$ cat src/rtl/collision_scheduler.sv
// Collision pair scheduler.
// On a frame tick it walks every unordered entity pair (i<j) in order. Each pair is offered to
// a shared overlap checker, and the per-pair overlap results are collected into a hit mask and
// a hit count.
//
// Ports:
//   clk, rst_n                - clock, asynchronous active-low reset
//   frame_tick, enable        - sweep request pulse; request is ignored when enable is low
//   pair_valid/pair_i/pair_j  - pair offered to the checker, held until pair_ready
//   pair_ready                - checker accepts the offered pair
//   result_valid/result_hit   - checker result for the accepted pair
//   hit_mask, hit_count       - per-pair results of current/most recent sweep, and their popcount
//   busy, sweep_done          - sweep in progress; one-cycle completion pulse
//   overrun_cnt               - saturating count of ticks dropped while busy
//   timeout_err               - sticky: some pair got no result within WAIT_TIMEOUT cycles
module collision_scheduler #(
    parameter int unsigned N            = 8,
    parameter int unsigned WAIT_TIMEOUT = 15
) (
    input  logic                   clk,
    input  logic                   rst_n,
    input  logic                   frame_tick,
    input  logic                   enable,
    output logic                   pair_valid,
    output logic [2:0]             pair_i,
    output logic [2:0]             pair_j,
    input  logic                   pair_ready,
    input  logic                   result_valid,
    input  logic                   result_hit,
    output logic [N*(N-1)/2-1:0]   hit_mask,
    output logic [4:0]             hit_count,
    output logic                   busy,
    output logic                   sweep_done,
    output logic [7:0]             overrun_cnt,
    output logic                   timeout_err
);

    localparam int unsigned NP = N * (N - 1) / 2;
    localparam int unsigned KW = (NP > 1) ? $clog2(NP) : 1;
    localparam int unsigned WW = (WAIT_TIMEOUT > 1) ? $clog2(WAIT_TIMEOUT + 1) : 1;

    typedef enum logic [1:0] {StIdle, StIssue, StWait, StDone} state_e;

    state_e          state_q;
    logic            pair_valid_q;
    logic [2:0]      pair_i_q, pair_j_q;
    logic [KW-1:0]   k_q;
    logic [WW-1:0]   wait_cnt_q;
    logic [NP-1:0]   hit_mask_q;
    logic [4:0]      hit_count_q;
    logic            busy_q, sweep_done_q, timeout_err_q;
    logic [7:0]      overrun_q;

    logic [2:0]      pair_i_d, pair_j_d;
    logic            last_pair, wait_expired;

    // Next pair in row-major upper-triangle order.
    always_comb begin
        pair_i_d = pair_i_q;
        pair_j_d = pair_j_q + 3'd1;
        if (pair_j_q == 3'(N - 1)) begin
            pair_i_d = pair_i_q + 3'd1;
            pair_j_d = pair_i_q + 3'd2;
        end
    end

    assign last_pair    = (k_q == KW'(NP - 1));
    assign wait_expired = (wait_cnt_q == WW'(WAIT_TIMEOUT - 1));

    always_ff @(posedge clk or negedge rst_n) begin
        if (!rst_n) begin
            state_q       <= StIdle;
            pair_valid_q  <= 1'b0;
            pair_i_q      <= 3'd0;
            pair_j_q      <= 3'd1;
            k_q           <= '0;
            wait_cnt_q    <= '0;
            hit_mask_q    <= '0;
            hit_count_q   <= 5'd0;
            busy_q        <= 1'b0;
            sweep_done_q  <= 1'b0;
            overrun_q     <= 8'd0;
            timeout_err_q <= 1'b0;
        end else begin
            sweep_done_q <= 1'b0;
            // Ticks while busy are counted, never queued.
            if (frame_tick && state_q != StIdle && overrun_q != 8'hFF) begin
                overrun_q <= overrun_q + 8'd1;
            end
            unique case (state_q)
                StIdle: begin
                    if (frame_tick && enable) begin
                        state_q      <= StIssue;
                        busy_q       <= 1'b1;
                        pair_valid_q <= 1'b1;
                        pair_i_q     <= 3'd0;
                        pair_j_q     <= 3'd1;
                        k_q          <= '0;
                        hit_mask_q   <= '0;
                        hit_count_q  <= 5'd0;
                    end
                end
                StIssue: begin
                    if (pair_ready) begin
                        state_q      <= StWait;
                        pair_valid_q <= 1'b0;
                        wait_cnt_q   <= '0;
                    end
                end
                StWait: begin
                    if (result_valid || wait_expired) begin
                        // A timed-out pair records no hit.
                        hit_mask_q[k_q] <= result_valid & result_hit;
                        if (result_valid) begin
                            hit_count_q <= hit_count_q + {4'd0, result_hit};
                        end else begin
                            timeout_err_q <= 1'b1;
                        end
                        if (last_pair) begin
                            state_q      <= StDone;
                            sweep_done_q <= 1'b1;
                        end else begin
                            state_q      <= StIssue;
                            pair_valid_q <= 1'b1;
                            pair_i_q     <= pair_i_d;
                            pair_j_q     <= pair_j_d;
                            k_q          <= k_q + KW'(1);
                        end
                    end else begin
                        wait_cnt_q <= wait_cnt_q + WW'(1);
                    end
                end
                StDone: begin
                    state_q <= StIdle;
                    busy_q  <= 1'b0;
                end
                default: state_q <= StIdle;
            endcase
        end
    end

    assign pair_valid  = pair_valid_q;
    assign pair_i      = pair_i_q;
    assign pair_j      = pair_j_q;
    assign hit_mask    = hit_mask_q;
    assign hit_count   = hit_count_q;
    assign busy        = busy_q;
    assign sweep_done  = sweep_done_q;
    assign overrun_cnt = overrun_q;
    assign timeout_err = timeout_err_q;

endmodule

$ cat config.mk
export PLATFORM = sky130hd
export DESIGN_NAME = collision_scheduler
export DESIGN_NICKNAME = d
export VERILOG_FILES = /design/src/rtl/collision_scheduler.sv
export SDC_FILE = /design/constraint.sdc
export NUM_CORES = 1
export LEC_CHECK = 0
export ABC_AREA = 1
export CORE_MARGIN = 10
export CORE_UTILIZATION = 40
export DETAILED_ROUTE_END_ITERATION = 7
export SETUP_SLACK_MARGIN = 0.2
export SLEW_MARGIN = 20
export SYNTH_ARGS = -nofsm -noshare
export SYNTH_HDL_FRONTEND = slang
export SYNTH_SLANG_ARGS = --single-unit
$ cat constraint.sdc
create_clock -name clk -period 4.2 [get_ports clk]
set_input_delay 0.84 -clock clk [delete_from_list [all_inputs] [get_ports clk]]
set_output_delay 0.84 -clock clk [all_outputs]
set_load 0.02 [all_outputs]
# == Word-level counts from Yosys, hierarchy flattened ==
# Index checks and enable logic that the tools add are counted.
# word_totals
reg_bits,62
latch_bits,0
ramBits,0
romBits,0
input_bits,7
output_inout_bits,51
mem_count,0
# op_classes
addsub,7
n_mul,0
div_mod_pow,0
magnitude_cmp,2
eq_ne,14
shifts,0
n_mux,40
bitwise,2
reduce_logical,20
# op_table
operator,count
$mux W28,2
$pmux W28 S2,1
$bwmux W28,1
$mux W5,5
$mux W3,8
$pmux W5 S2,2
$ne A2 B2 Y1 const B,7
$pmux W3 S2,2
$reduce_and A3 Y1,4
$reduce_and A5 Y1,2
$add A8 B1 Y8 const B,1
$mux W1,8
$mux W2,4
$mux W4,2
$ne A8 B8 Y1 const B,1
$pmux W2 S4,1
$pmux W4 S2,1
$reduce_and A4 Y1,2
$reduce_bool A2 Y1,4
$add A3 B1 Y3 const B,2
$lt A5 B6 Y1 const B,1
$add A5 B1 Y5,1
$add A5 B1 Y5 const B,1
$demux W1 S5,1
other kinds (17),21

# == Logic depth before layout (Yosys ltp) ==
# logic_depth
ltp_word,7
ltp_mapped,10
mapped_depth_nobuf,9

# == Worst setup path before layout ==
# No wires, ideal clock.
# synth_path
path_type,input port to flip-flop
from,input port result_hit
to,register hit_count_q[4] (netlist: hit_count[4])
setup_time_ns,0.123
t_arrival_ns,1.528
required_ns,4.077
path_slack_ns,2.549
path_stages,7
cell_sequence,ha_1 > ha_1 > nand2_1 > nor2_1 > nand2_1 > o21ai_0 > a21oi_1
# synth_between
elab_chain_len,4
# synth_rtl
element,line,source
from (decl),29,"input logic result_hit,"
$add A5 B1 Y5,115,"hit_count_q <= hit_count_q + {4'd0, result_hit};"
$mux W5,114,if (result_valid) begin
$mux W5,111,if (result_valid || wait_expired) begin
$pmux W5 S2,90,unique case (state_q)
to (signal assigned),115,
to (decl),50,logic [4:0] hit_count_q;
# Every way passes these cells. The select of a mux whose other input is x is not followed.
# A chain may end at the register's enable or synchronous reset.

# == Worst setup path after layout ==
# layout_path
from,register pair_j_q[0] (netlist: pair_j[0])
to,output port pair_j[0]
# layout_lines
element,line,source
from (decl),46,"logic [2:0] pair_i_q, pair_j_q;"
from (signal assigned),126,pair_j_q <= pair_j_d;
to (decl),26,"output logic [2:0] pair_j,"
# No word-level cell between the ends.

==> flow_summary.ini <==
[global_route]
grt_pass1_vias = 2656
antenna_found_initial = 0
grt_pass1_wl_mm = 12.7
grt_max_degree = 37
grt.overflow.total = 0
gr-usage-all-layers_pct = 13.3

[timing]
max-slew-margin-rel_pct = 45.4
worstMarginPinSlew_ns = 0.820
hold_violations = 0
grt_setup_unrepaired = false
max_freq_mhz = 427
slew_viol_final = 0
final.min_clock_period_ns = 2.34
period_share_pct = 55.8
finalSetupTns_ns = 0
clock_skew_ns = 0.00566
setup_viol = 0

[floorplanning]
die-area_mm2 = 0.0122
initial_utilization_pct = 41.7
dieHeight_um = 110
num_io_pins = 58
dieWidth_um = 110
num_rows = 32
core_mm2 = 0.00781

[critical_path]
reg2regPathDepth = 7
critPathLaunchType = register
reg2reg_slack_ns = 2.19
path_buf_inv = 1
slowest_delay_ns = 0.61
path_class = register to output port
cp_top_family = buffers and inverters
cp_slowest_cell = clkdlybuf4s50_1
path_max_fanout = 4
cp_cell_sequence = clkdlybuf4s50_1
r2r_end = k_q[4]$_DFFE_PN0P_
worstPathArrival_ns = 1.50
required_ns = 3.36
timing.rr.start = state_q[1]$_DFFE_PN0P_
crit_path_end_kind = output port

[clock_network]
post-cts-setup-buffers = 0
clk_latency_ns = 0.33
path_clk_slew_ns = 0.06
clockBufferDepth = 2
cts_tree = built
root_buffer = clkbuf_8
htree_levels = 3
cts.sinks = 62
numCtsBuffers = 9
holdBufCountCts = 0
cts_resized = 0

[synth]
netlist_area_mm2 = 0.00326
yosysUniqueCellTypes = 28
ys_seq_area_share_pct = 47.7
synthCells = 425
yosysWarnings = 0
avgSynthCellArea_um2 = 7.66
ys_seq_elements = 62
syn_nets = 444

[hold_path]
worstHoldStart = hit_mask[21]$_DFFE_PN0P_
hp-class = register to register
holdPathEnd = hit_mask[21]$_DFFE_PN0P_
hold_depth = 2

[status]
status = finished clean

[final_layout]
area_delta_synth_final_pct = 24.4
final_cell_mix = nand2_1 (166), dfrtp_1 (61), clkdlybuf4s50_1 (56), nor2_1 (46), o21ai_0 (34)
num_antenna_cells = 0
nNetsFinal = 501
layout_commonest_cell = nand2_1
final_util_pct = 51.9
drive_gt1_share_pct = 5.97
nFillCells = 784

[route]
drt_first_pass_iters = 4
ant_nets = 0
drc_errors = 0
drtIter0Drc = 182
totalWireLength_mm = 7.63
viasPerCell = 4.78
dr_total_vias = 2808
wl_per_cell_um = 13.0

[pwr]
p_leak_nw = 1.98
max-vdd-ir-drop_uv = 247
p_per_area_mw_per_mm2 = 451

[placed_design]
hpwl_mm = 5.45
place.gp.congestion = 0.806
port_buffers = 57

[job]
maxCapViolations = 0
registers in the layout (all words and copies together), names as in the netlist:
register     cells
busy             1
timeout_err      1
k_q              5
hit_count        5
pair_j           3
overrun_cnt      8
state_q          2
wait_cnt_q       4
pair_i           3
pair_valid       1
sweep_done       1
hit_mask        28
logic make-up after synthesis:
logic type | synth area share (%)
adder cells (fa/ha/maj) | 4.61
flip-flops | 47.7
buffers and inverters | 5.57
AND/OR/NAND/NOR | 30.1
XOR/XNOR | 2.42
AO/OA/AOI/OAI | 9.64
power breakdown:
part | total, mW | internal [mW] | switching [mW]
registers | 0.766 | 0.676 | 0.0901
logic | 0.601 | 0.221 | 0.380
clock network | 0.460 | 0.243 | 0.217
cell usage after synthesis:
cell        n  area share (%)
o21ai_2     2            0.54
a21boi_1    1            0.23
nor2_4      2            0.69
inv_2       2            0.23
nand3_2     3            0.92
xor2_1      3            0.81
o21bai_1    2            0.46
o21ai_1    12             1.8
a31oi_1     1            0.19
nor2_1     46             5.3
nand2_2     3            0.58
a21oi_1     6            0.92
dfstp_2     1            0.81
nand3_1    19             2.9
clkbuf_1    3            0.35
ha_1       12             4.6
nor3_1      1            0.15
xnor2_1     6             1.6
nand2_1   166              19
o211ai_1    1            0.23
inv_1      27             3.1
buf_4       4            0.92
buf_2       4            0.61
dfrtp_1    61              47
or2_2       1            0.19
buf_6       1            0.35
o21ai_0    34             5.2
nor2_2      1            0.19
final cells by class:
type                    count  area, µm²  share of cell area (%)
flip-flops and latches     62       1550                    38.3
multi-input cells         322       1520                    37.6
repair buffers             58        573                    14.1
clock buffers              14        163                    4.01
well taps                 102        128                    3.15
inverters                  29        109                    2.69
clock inverters             1       5.00                   0.123
worst max path at each step:
| stage | start | end | slack, ns | cells after the start |
|---|---|---|---|---|
| final | pair_j[0]$_DFFE_PN1P_ | pair_j[0] | 1.86 | 1 |
| after floorplan | result_hit | hit_count[4]$_DFFE_PN0P_ | 2.55 | 7 |
| after CTS | pair_j[0]$_DFFE_PN1P_ | pair_j[0] | 1.83 | 1 |
| after global routing | frame_tick | k_q[4]$_DFFE_PN0P_ | 1.72 | 6 |
| after global placement | frame_tick | k_q[4]$_DFFE_PN0P_ | 1.58 | 6 |
| after detailed placement | frame_tick | k_q[4]$_DFFE_PN0P_ | 1.55 | 6 |
stage by stage:
step           power [mW]  hold WS, ns  setup WS [ns]  instances  area, µm²
6_report             1.83        0.469           1.86        588       4050
5_1_grt              1.97        0.498           1.72        588       4050
2_1_floorplan        1.17        0.484           2.55        425       3260
3_5_place_dp         1.39        0.462           1.55        573       3880
3_3_place_gp         1.38        0.460           1.58        573       3880
4_1_cts              1.86        0.476           1.83        588       4050
metal layers:
| metal | vias up | track usage, % | part of all wire [%] |
|---|---|---|---|
| li1 | 1461 | - | - |
| met1 | 1280 | 16.8 | 46 |
| met2 | 58 | 20.5 | 45 |
| met3 | 9 | 3.37 | 6.9 |
| met4 | 0 | 7.43 | 2.0 |
| met5 | - | 0 | 0 |
Power figures use the tool's default switching activity.
